File: src/rtl/alu_exec_unit.sv
// rtl/alu_exec_unit.sv - RV32I execute-stage ALU with handshake; optional iterative RV32M via `ALU_MULDIV_EN
module alu_exec_unit #(
    parameter int XLEN = 32
) (
    input  logic            clk,
    input  logic            reset,
    input  logic            in_valid,
    output logic            in_ready,
    input  logic [31:0]     instruction,
    input  logic [XLEN-1:0] operand_a,
    input  logic [XLEN-1:0] operand_b,
    output logic            out_valid,
    input  logic            out_ready,
    output logic [XLEN-1:0] result,
    output logic            bcond,
    output logic            illegal,
    output logic            busy
);
    localparam int SW = $clog2(XLEN);
    localparam logic [6:0] OP_ARITH  = 7'b0110011;
    localparam logic [6:0] OP_IMM    = 7'b0010011;
    localparam logic [6:0] OP_LOAD   = 7'b0000011;
    localparam logic [6:0] OP_STORE  = 7'b0100011;
    localparam logic [6:0] OP_JALR   = 7'b1100111;
    localparam logic [6:0] OP_BRANCH = 7'b1100011;

    typedef enum logic [1:0] {S_IDLE, S_CALC, S_DONE} state_t;
    state_t state_q, state_d;

    logic [XLEN-1:0] result_q;
    logic            bcond_q, illegal_q, accept;
    logic [6:0]      opcode, funct7;
    logic [2:0]      funct3;
    logic            unused_instr_bits;

    assign opcode = instruction[6:0];
    assign funct3 = instruction[14:12];
    assign funct7 = instruction[31:25];
    assign unused_instr_bits = ^{instruction[24:15], instruction[11:7]};

    logic [SW-1:0]   shamt;
    logic [XLEN-1:0] sum_ab, diff_ab, sra_ab, base_res, sc_result;
    logic            lt_s, lt_u, base_alt, sc_bcond, sc_illegal;

    assign shamt   = operand_b[SW-1:0];
    assign sum_ab  = operand_a + operand_b;
    assign diff_ab = operand_a - operand_b;
    assign sra_ab  = $signed(operand_a) >>> shamt;
    assign lt_s    = $signed(operand_a) < $signed(operand_b);
    assign lt_u    = operand_a < operand_b;
    // Register form selects SUB/SRA via funct7; immediate form only has SRAI via bit 30.
    assign base_alt = (opcode == OP_ARITH) ? funct7[5] : (funct3 == 3'b101 && instruction[30]);

    always_comb begin
        base_res = '0;
        case (funct3)
            3'b000: base_res = base_alt ? diff_ab : sum_ab;
            3'b001: base_res = operand_a << shamt;
            3'b010: base_res = {{(XLEN-1){1'b0}}, lt_s};
            3'b011: base_res = {{(XLEN-1){1'b0}}, lt_u};
            3'b100: base_res = operand_a ^ operand_b;
            3'b101: base_res = base_alt ? sra_ab : (operand_a >> shamt);
            3'b110: base_res = operand_a | operand_b;
            default: base_res = operand_a & operand_b;
        endcase
    end

    always_comb begin
        sc_result  = '0;
        sc_bcond   = 1'b0;
        sc_illegal = 1'b0;
        case (opcode)
            OP_ARITH: begin
                if (funct7 == 7'b0000000 ||
                    (funct7 == 7'b0100000 && (funct3 == 3'b000 || funct3 == 3'b101)))
                    sc_result = base_res;
                else
                    sc_illegal = 1'b1;
            end
            OP_IMM:                     sc_result = base_res;
            OP_LOAD, OP_STORE, OP_JALR: sc_result = sum_ab;
            OP_BRANCH: begin
                sc_result = diff_ab;
                case (funct3)
                    3'b000:  sc_bcond = (operand_a == operand_b);
                    3'b001:  sc_bcond = (operand_a != operand_b);
                    3'b100:  sc_bcond = lt_s;
                    3'b101:  sc_bcond = !lt_s;
                    3'b110:  sc_bcond = lt_u;
                    3'b111:  sc_bcond = !lt_u;
                    default: sc_illegal = 1'b1;
                endcase
            end
            default: sc_illegal = 1'b1;
        endcase
        if (sc_illegal) begin
            sc_result = '0;
            sc_bcond  = 1'b0;
        end
    end

    logic            md_req, md_special, md_go, md_last;
    logic [XLEN-1:0] md_special_res, md_result;

`ifdef ALU_MULDIV_EN
    localparam logic [XLEN-1:0] MOST_NEG = {1'b1, {(XLEN-1){1'b0}}};
    logic              is_div, div_signed, b_zero, div_ovf, a_neg, b_neg, neg_q, rneg_q;
    logic [XLEN-1:0]   mag_a, mag_b, opd_q, step_opd, quo, rem;
    logic [2*XLEN-1:0] acc_q, step_src, acc_step, prod;
    logic [XLEN:0]     mul_sum, div_trial;
    logic [2:0]        f3_q, step_f3;
    logic [SW-1:0]     cnt_q;

    assign md_req     = (opcode == OP_ARITH) && (funct7 == 7'b0000001);
    assign is_div     = funct3[2];
    assign div_signed = !funct3[0];
    assign b_zero     = (operand_b == '0);
    assign div_ovf    = div_signed && (operand_a == MOST_NEG) && (operand_b == '1);
    assign md_special = md_req && is_div && (b_zero || div_ovf);
    assign md_special_res = funct3[1] ? (b_zero ? operand_a : '0) : (b_zero ? '1 : operand_a);
    assign md_go      = md_req && !md_special;
    assign a_neg      = (is_div ? div_signed : (funct3[1:0] != 2'b11)) && operand_a[XLEN-1];
    assign b_neg      = (is_div ? div_signed : !funct3[1]) && operand_b[XLEN-1];
    assign mag_a      = a_neg ? -operand_a : operand_a;
    assign mag_b      = b_neg ? -operand_b : operand_b;

    // The first iteration runs on the accept edge so XLEN steps fit the XLEN-cycle latency.
    assign step_src  = (state_q == S_CALC) ? acc_q : {{XLEN{1'b0}}, mag_a};
    assign step_opd  = (state_q == S_CALC) ? opd_q : mag_b;
    assign step_f3   = (state_q == S_CALC) ? f3_q  : funct3;
    assign mul_sum   = {1'b0, step_src[2*XLEN-1:XLEN]} + (step_src[0] ? {1'b0, step_opd} : '0);
    assign div_trial = {step_src[2*XLEN-1:XLEN], step_src[XLEN-1]} - {1'b0, step_opd};
    assign acc_step  = !step_f3[2]      ? {mul_sum, step_src[XLEN-1:1]} :
                       div_trial[XLEN]  ? {step_src[2*XLEN-2:0], 1'b0} :
                                          {div_trial[XLEN-1:0], step_src[XLEN-2:0], 1'b1};

    assign prod = neg_q ? -acc_step : acc_step;
    assign quo  = acc_step[XLEN-1:0];
    assign rem  = acc_step[2*XLEN-1:XLEN];
    assign md_result = !f3_q[2] ? ((f3_q == 3'b000) ? prod[XLEN-1:0] : prod[2*XLEN-1:XLEN]) :
                       f3_q[1]  ? (rneg_q ? -rem : rem) : (neg_q ? -quo : quo);
    assign md_last = (state_q == S_CALC) && (cnt_q == SW'(XLEN-1));
    assign busy    = (state_q == S_CALC);

    always_ff @(posedge clk) begin
        if (reset) begin
            acc_q  <= '0;
            opd_q  <= '0;
            f3_q   <= '0;
            neg_q  <= 1'b0;
            rneg_q <= 1'b0;
            cnt_q  <= '0;
        end else if (accept && md_go) begin
            acc_q  <= acc_step;
            opd_q  <= mag_b;
            f3_q   <= funct3;
            neg_q  <= a_neg ^ b_neg;
            rneg_q <= a_neg;
            cnt_q  <= SW'(1);
        end else if (state_q == S_CALC) begin
            acc_q <= acc_step;
            cnt_q <= cnt_q + SW'(1);
        end
    end
`else
    assign md_req         = 1'b0;
    assign md_special     = 1'b0;
    assign md_go          = 1'b0;
    assign md_last        = 1'b0;
    assign md_special_res = '0;
    assign md_result      = '0;
    assign busy           = 1'b0;
`endif

    assign in_ready  = (state_q == S_IDLE) || (state_q == S_DONE && out_ready);
    assign accept    = in_valid && in_ready;
    assign out_valid = (state_q == S_DONE);
    assign result    = result_q;
    assign bcond     = bcond_q;
    assign illegal   = illegal_q;

    always_comb begin
        state_d = state_q;
        case (state_q)
            S_IDLE: if (accept) state_d = md_go ? S_CALC : S_DONE;
            S_CALC: if (md_last) state_d = S_DONE;
            S_DONE: if (out_ready) state_d = accept ? (md_go ? S_CALC : S_DONE) : S_IDLE;
            default: state_d = S_IDLE;
        endcase
    end

    always_ff @(posedge clk) begin
        if (reset) begin
            state_q   <= S_IDLE;
            result_q  <= '0;
            bcond_q   <= 1'b0;
            illegal_q <= 1'b0;
        end else begin
            state_q <= state_d;
            if (accept && !md_go) begin
                result_q  <= md_special ? md_special_res : sc_result;
                bcond_q   <= sc_bcond;
                illegal_q <= sc_illegal && !md_req;
            end else if (accept) begin
                bcond_q   <= 1'b0;
                illegal_q <= 1'b0;
            end else if (md_last) begin
                result_q <= md_result;
            end
        end
    end
endmodule

File: config.mk
export PLATFORM = sky130hd
export DESIGN_NAME = alu_exec_unit
export DESIGN_NICKNAME = d
export VERILOG_FILES = /design/src/rtl/alu_exec_unit.sv
export SDC_FILE = /design/constraint.sdc
export NUM_CORES = 1
export LEC_CHECK = 0
export ABC_CLOCK_PERIOD_IN_PS = 4750
export CAP_MARGIN = 25
export CORE_MARGIN = 3
export CORE_UTILIZATION = 60
export DETAILED_ROUTE_END_ITERATION = 10
export PLACE_DENSITY = 0.86
export SYNTH_ARGS = -nofsm -noshare
export SYNTH_HDL_FRONTEND = slang
export SYNTH_SLANG_ARGS = --single-unit
File: constraint.sdc
create_clock -name clk -period 4.75 [get_ports clk]
set_input_delay 0.475 -clock clk [delete_from_list [all_inputs] [get_ports clk]]
set_output_delay 0.475 -clock clk [all_outputs]
set_load 0.01 [all_outputs]
=== Yosys cells after proc, flatten, opt, wreduce, memory -nomap -nowiden ===
Cells that the tools add are included.

* Output and inout port bits: 37
* Word-level logic and storage cells: 68
* Register bits after elaboration: 36

* Add/sub/neg operators: 2
* Magnitude comparators: 2
* Shift-type cells: 3
* Equal/unequal tests: 20
* Reductions and logical operators: 16
* Muxes and demuxes: 17
* Bitwise logic cells: 4

{| class="wikitable"
|+ Operator list
! cell !! count
|-
| $pmux 32 s7 || 1
|-
| $mux 32 || 4
|-
| $pmux 32 s4 || 1
|-
| $lt 32x32->1 || 2
|-
| $add 32x32->32 || 1
|-
| $and 32x32->32 || 1
|-
| $eq 32x32->1 || 1
|-
| $ne 32x32->1 || 1
|-
| $or 32x32->32 || 1
|-
| $shl 32x5->32 || 1
|-
| $shr 32x5->32 || 1
|-
| $sshr 32x5->32 || 1
|-
| $sub 32x32->32 || 1
|-
| $xor 32x32->32 || 1
|-
| $eq 7x6->1 const B || 3
|-
| $eq 7x7->1 const B || 2
|-
| $eq 3x3->1 const B || 4
|-
| $eq 7x2->1 const B || 1
|-
| $eq 7x5->1 const B || 1
|-
| $logic_not 7->1 || 1
|-
| $eq 3x2->1 const B || 2
|-
| $mux 2 || 3
|-
| $pmux 1 s6 || 1
|-
| $pmux 2 s3 || 1
|-
| other kinds (17) || 27
|}

=== Logic depth before layout (Yosys ltp) ===
* Depth after elaboration: 8
* Gate-level depth with buffers: 15
* Gate-level depth less buffers: 12

=== Worst setup path before layout ===
OpenSTA, ideal clock, no wires.

* Path kind: in2reg
* Start point: input port operand_b[1]
* End point: register result_q[27] (netlist: result[27])
* Stages on the path: 13
* Path buffers: 2
* Slack: 1.036 ns
* Data arrival time: 3.592 ns
* Cells stage by stage: clkinv_1 clkbuf_1 buf_1 ha_1 o21bai_1 o2111ai_1 a311oi_2 o21a_1 a31oi_2 o21bai_2 mux2_2 a211oi_1 o21ai_1

* Word-level cells in the longest chain between the ends: 6
* Elaborated cells between the ends (all ways): 11
* Classes of those cells: add/sub (2); shift (3); mux (6)

{| class="wikitable"
|+ RTL lines
! element !! line !! source
|-
| start: declaration || 11 || <nowiki>input logic [XLEN-1:0] operand_b,</nowiki>
|-
| $add 32x32->32 (tied with other cells) || 46 || <nowiki>assign sum_ab = operand_a + operand_b;</nowiki>
|-
| $mux 32 (on tied branches) || 57, 62 ||
|-
| $pmux 32 s7 || 56 || <nowiki>case (funct3)</nowiki>
|-
| $mux 32 || 74 || <nowiki>if (funct7 == 7'b0000000 ||</nowiki>
|-
| $pmux 32 s4 (*) || 72 || <nowiki>case (opcode)</nowiki>
|-
| $mux 32 (*) || 96 || <nowiki>if (sc_illegal) begin</nowiki>
|-
| end signal: assignment || 201 || <nowiki>result_q <= md_special ? md_special_res : sc_result;</nowiki>
|-
| end signal: assignment || 208 || <nowiki>result_q <= md_result;</nowiki>
|-
| end: declaration || 30 || <nowiki>logic [XLEN-1:0] result_q;</nowiki>
|}

Every way passes the cells marked *; elsewhere a longest branch is shown, timed or not.
A chain may end at the register's enable or synchronous reset.

=== Worst setup path in the final report ===
* Start point: input port operand_a[0]
* End point: register result_q[26] (netlist: result[26])

* Word-level cells in the longest chain between the ends: 6
* Elaborated cells between the ends (all ways): 11
* Classes of those cells: add/sub (2); shift (3); mux (6)

{| class="wikitable"
|+ RTL lines
! element !! line !! source
|-
| start: declaration || 10 || <nowiki>input logic [XLEN-1:0] operand_a,</nowiki>
|-
| $add 32x32->32 (tied with other cells) || 46 ||
|-
| $mux 32 (on tied branches) || 57, 62 ||
|-
| $pmux 32 s7 || 56 ||
|-
| $mux 32 || 74 ||
|-
| $pmux 32 s4 (*) || 72 ||
|-
| $mux 32 (*) || 96 ||
|}

Marks and branches as above.

==> flow_metrics.tcl <==
set metrics [dict create \
    ys_top_cells_by_area "ha_1 12%, a21oi_1 7.7%, mux2i_1 7.3%" \
    antenna_found_initial 2 \
    fin_util_pct 70.4 \
    grt_pass1_wl_um 81600 \
    layout.nets 1959 \
    synth_common_cells "181 x a21oi_1, 154 x nor2_1, 152 x nand2_1" \
    drc 0 \
    grt.total_usage_pct 48.1 \
    finalSetupTns_ns 0 \
    setup_ws_ns 0.672 \
    required_ns 4.93 \
    num_vias 14800 \
    diodes 0 \
    fin_crit_sh_pct 85.9 \
    io_buffers 120 \
    yosysMostFrequentCell "a21oi_1" \
    worstPathArrival_ns 4.26 \
    ir_worst_vdd_mv 0.130 \
    drv_cap 0 \
    rows 50 \
    dp_hpwl_um 41400 \
    cts_buffers 5 \
    clock_latency_ns 0.31 \
    cts.path.max_buffers 2 \
    cts.sinks 35 \
    p_seq_share_pct 14.1 \
    syn-num-nets 1885 \
    cts_tree "yes" \
    synthesis.area_sq_mm 0.0118 \
    combPwrFrac_pct 68.8 \
    p_leak_nw 5.58 \
    drive_above_1_share_pct 10.8 \
    rsz0062_at_grt "no" \
    htreeDepth 2 \
    crit_path_start_kind "primary input" \
    swShare_pct 52.0 \
    whs_ns 0.472 \
    die_width_um 146 \
    multi_input_area_sq_mm 0.0101 \
    yosys_warnings 0 \
    syn_inst 1668 \
    cts_resized 0 \
    register_area_sq_um 701 \
    critPathCaptureType "flop" \
    min_period_ns 4.08 \
    outcome "finished clean" \
    clk_pin_slew_ns 0.08 \
    core_region_area_sq_mm 0.0190 \
    clockPowerShare_pct 17.1 \
    ys_seq_area_share_pct 5.95 \
    dieArea_sq_mm 0.0213 \
    fillers 1672 \
    place_ws_ns 0.539 \
    holdCritPathClass "flop to flop" \
    skew_ns 0.0116 \
    slew_viol_final 0 \
    die_h_um 146 \
    async_reset_ff_share_pct 0 \
    ys_seq_elements 35 \
    overflow 0 \
    cellInternalPower_mw 1.01 \
    maxSlewHeadroom_pct 32.3 \
    postRouteAntennaNets 0 \
    initial_core_util_pct 61.9 \
    gp_congestion 1.16 \
    cts_root_buffer "clkbuf_16" \
    drt_iter0_drc 2668 \
    grt_pass1_vias 13700 \
    grt_max_degree 67 \
    finalHoldViolCount 0 \
    yosysUniqueCellTypes 112 \
    syn_area_per_cell_sq_um 7.06 \
    synth_ff_type "dfxtp_1" \
    cp_max_fo 5 \
    avgViaCountPerCell 7.41 \
    dr.pass1.iters 7 \
    synth_area_leader_cell "ha_1" \
    hold_buffers 0 \
    area_growth_pct 13.7 \
    ios 137 \
    power_density_mw_per_mm2 157 \
    wl_per_cell_um 27.0 \
    setup_violations 0 \
    switching_power_mw 1.09 \
    max_freq_mhz 245 \
    synth_top_area_share_pct 12.2 \
    worst_pin_slew_ns 1.01 \
    synth_edf_count 0 \
    drt-total-wl_um 54100 \
    postCtsSetupRepairBufs 0 \
    worstSetupPathType "primary input to flop" \
]
-- critical path, stage by stage --
cell and delay, ns:
clkdlybuf4s50_1 0.57, ha_1 0.31, inv_1 0.09, fa_1 0.46
nor2b_4 0.17, o2111ai_4 0.15, a2111oi_4 0.48, nor2_1 0.19
o31ai_4 0.35, a31oi_1 0.15, mux2i_1 0.16, a2111oi_0 0.58
o21ai_1 0.12
-- power groups by stage --
stage	clock [mW]	sequential [mW]	combinational [mW]
6_report	0.358	0.297	1.45
3_3_place_gp	0	0.303	1.34
3_5_place_dp	0	0.303	1.36
2_1_floorplan	0	0.304	0.905
5_1_grt	0.367	0.297	1.51
4_1_cts	0.354	0.297	1.37
-- per-stage QoR --
stage	area, sq um	instances	total power [mW]
3_5_place_dp	13200	1995	1.66
5_1_grt	13400	2003	2.18
6_report	13400	2003	2.10
4_1_cts	13400	2003	2.02
2_1_floorplan	11800	1668	1.21
3_3_place_gp	13200	1994	1.64
-- routing by layer --
layer	vias up	global-route usage, %	routed length (um)
met5	-	0	53
met4	4	32.8	5050
met3	353	13.1	7930
met2	1375	71.0	21900
met1	6707	61.2	19200
li1	6394	-	-
-- flip-flops by register name, indices dropped and copies added (netlist names) --
register,cells
illegal,1
state_q,1
result,32
bcond,1
-- layout by cell type, fill, tap and decap left out, drive strengths merged, types with 31 or more instances in the layout --
cell type and count:
o211ai 32, inv 95, a21o 38, mux2i 87, nand2 154, nor3 31, a21oi 188, dfxtp 35
o21ai 140, clkdlybuf4s50 116, nor2 155, ha 115, buf 78, nand3 34
-- worst paths after layout --
kind | startpoint | endpoint | slack [ns] | cells after the start
setup / recovery | operand_a[0] | result[26] | 0.67 | 13
hold / removal | result[22] | result[22] | 0.47 | 2
setup reg to reg | state_q[1] | result[5] | 1.79 | 8
hold reg to reg | result[22] | result[22] | 0.47 | 2
-- cell families (layout without fill, tap and decap cells) --
group | count (synthesis) | after routing | share of synthesized area (%)
xor+xnor | 25 | 25 | 1.86
simple gates | 470 | 470 | 18.5
other cells | 1 | 1 | 0.0319
buf+inv | 224 | 299 | 8.25
mux | 126 | 126 | 12.9
fa+ha+maj | 117 | 117 | 12.6
flops | 35 | 35 | 5.95
compound gates | 670 | 670 | 39.9
-- cell type report --
type	count	area share (%)
multi-input combinational	1409	75.5
timing repair buffer	194	13.0
sequential	35	5.23
inverter	97	2.72
tap	260	2.43
clock buffer	5	0.935
clock inverter	3	0.112
Power figures use the tool's default switching activity.
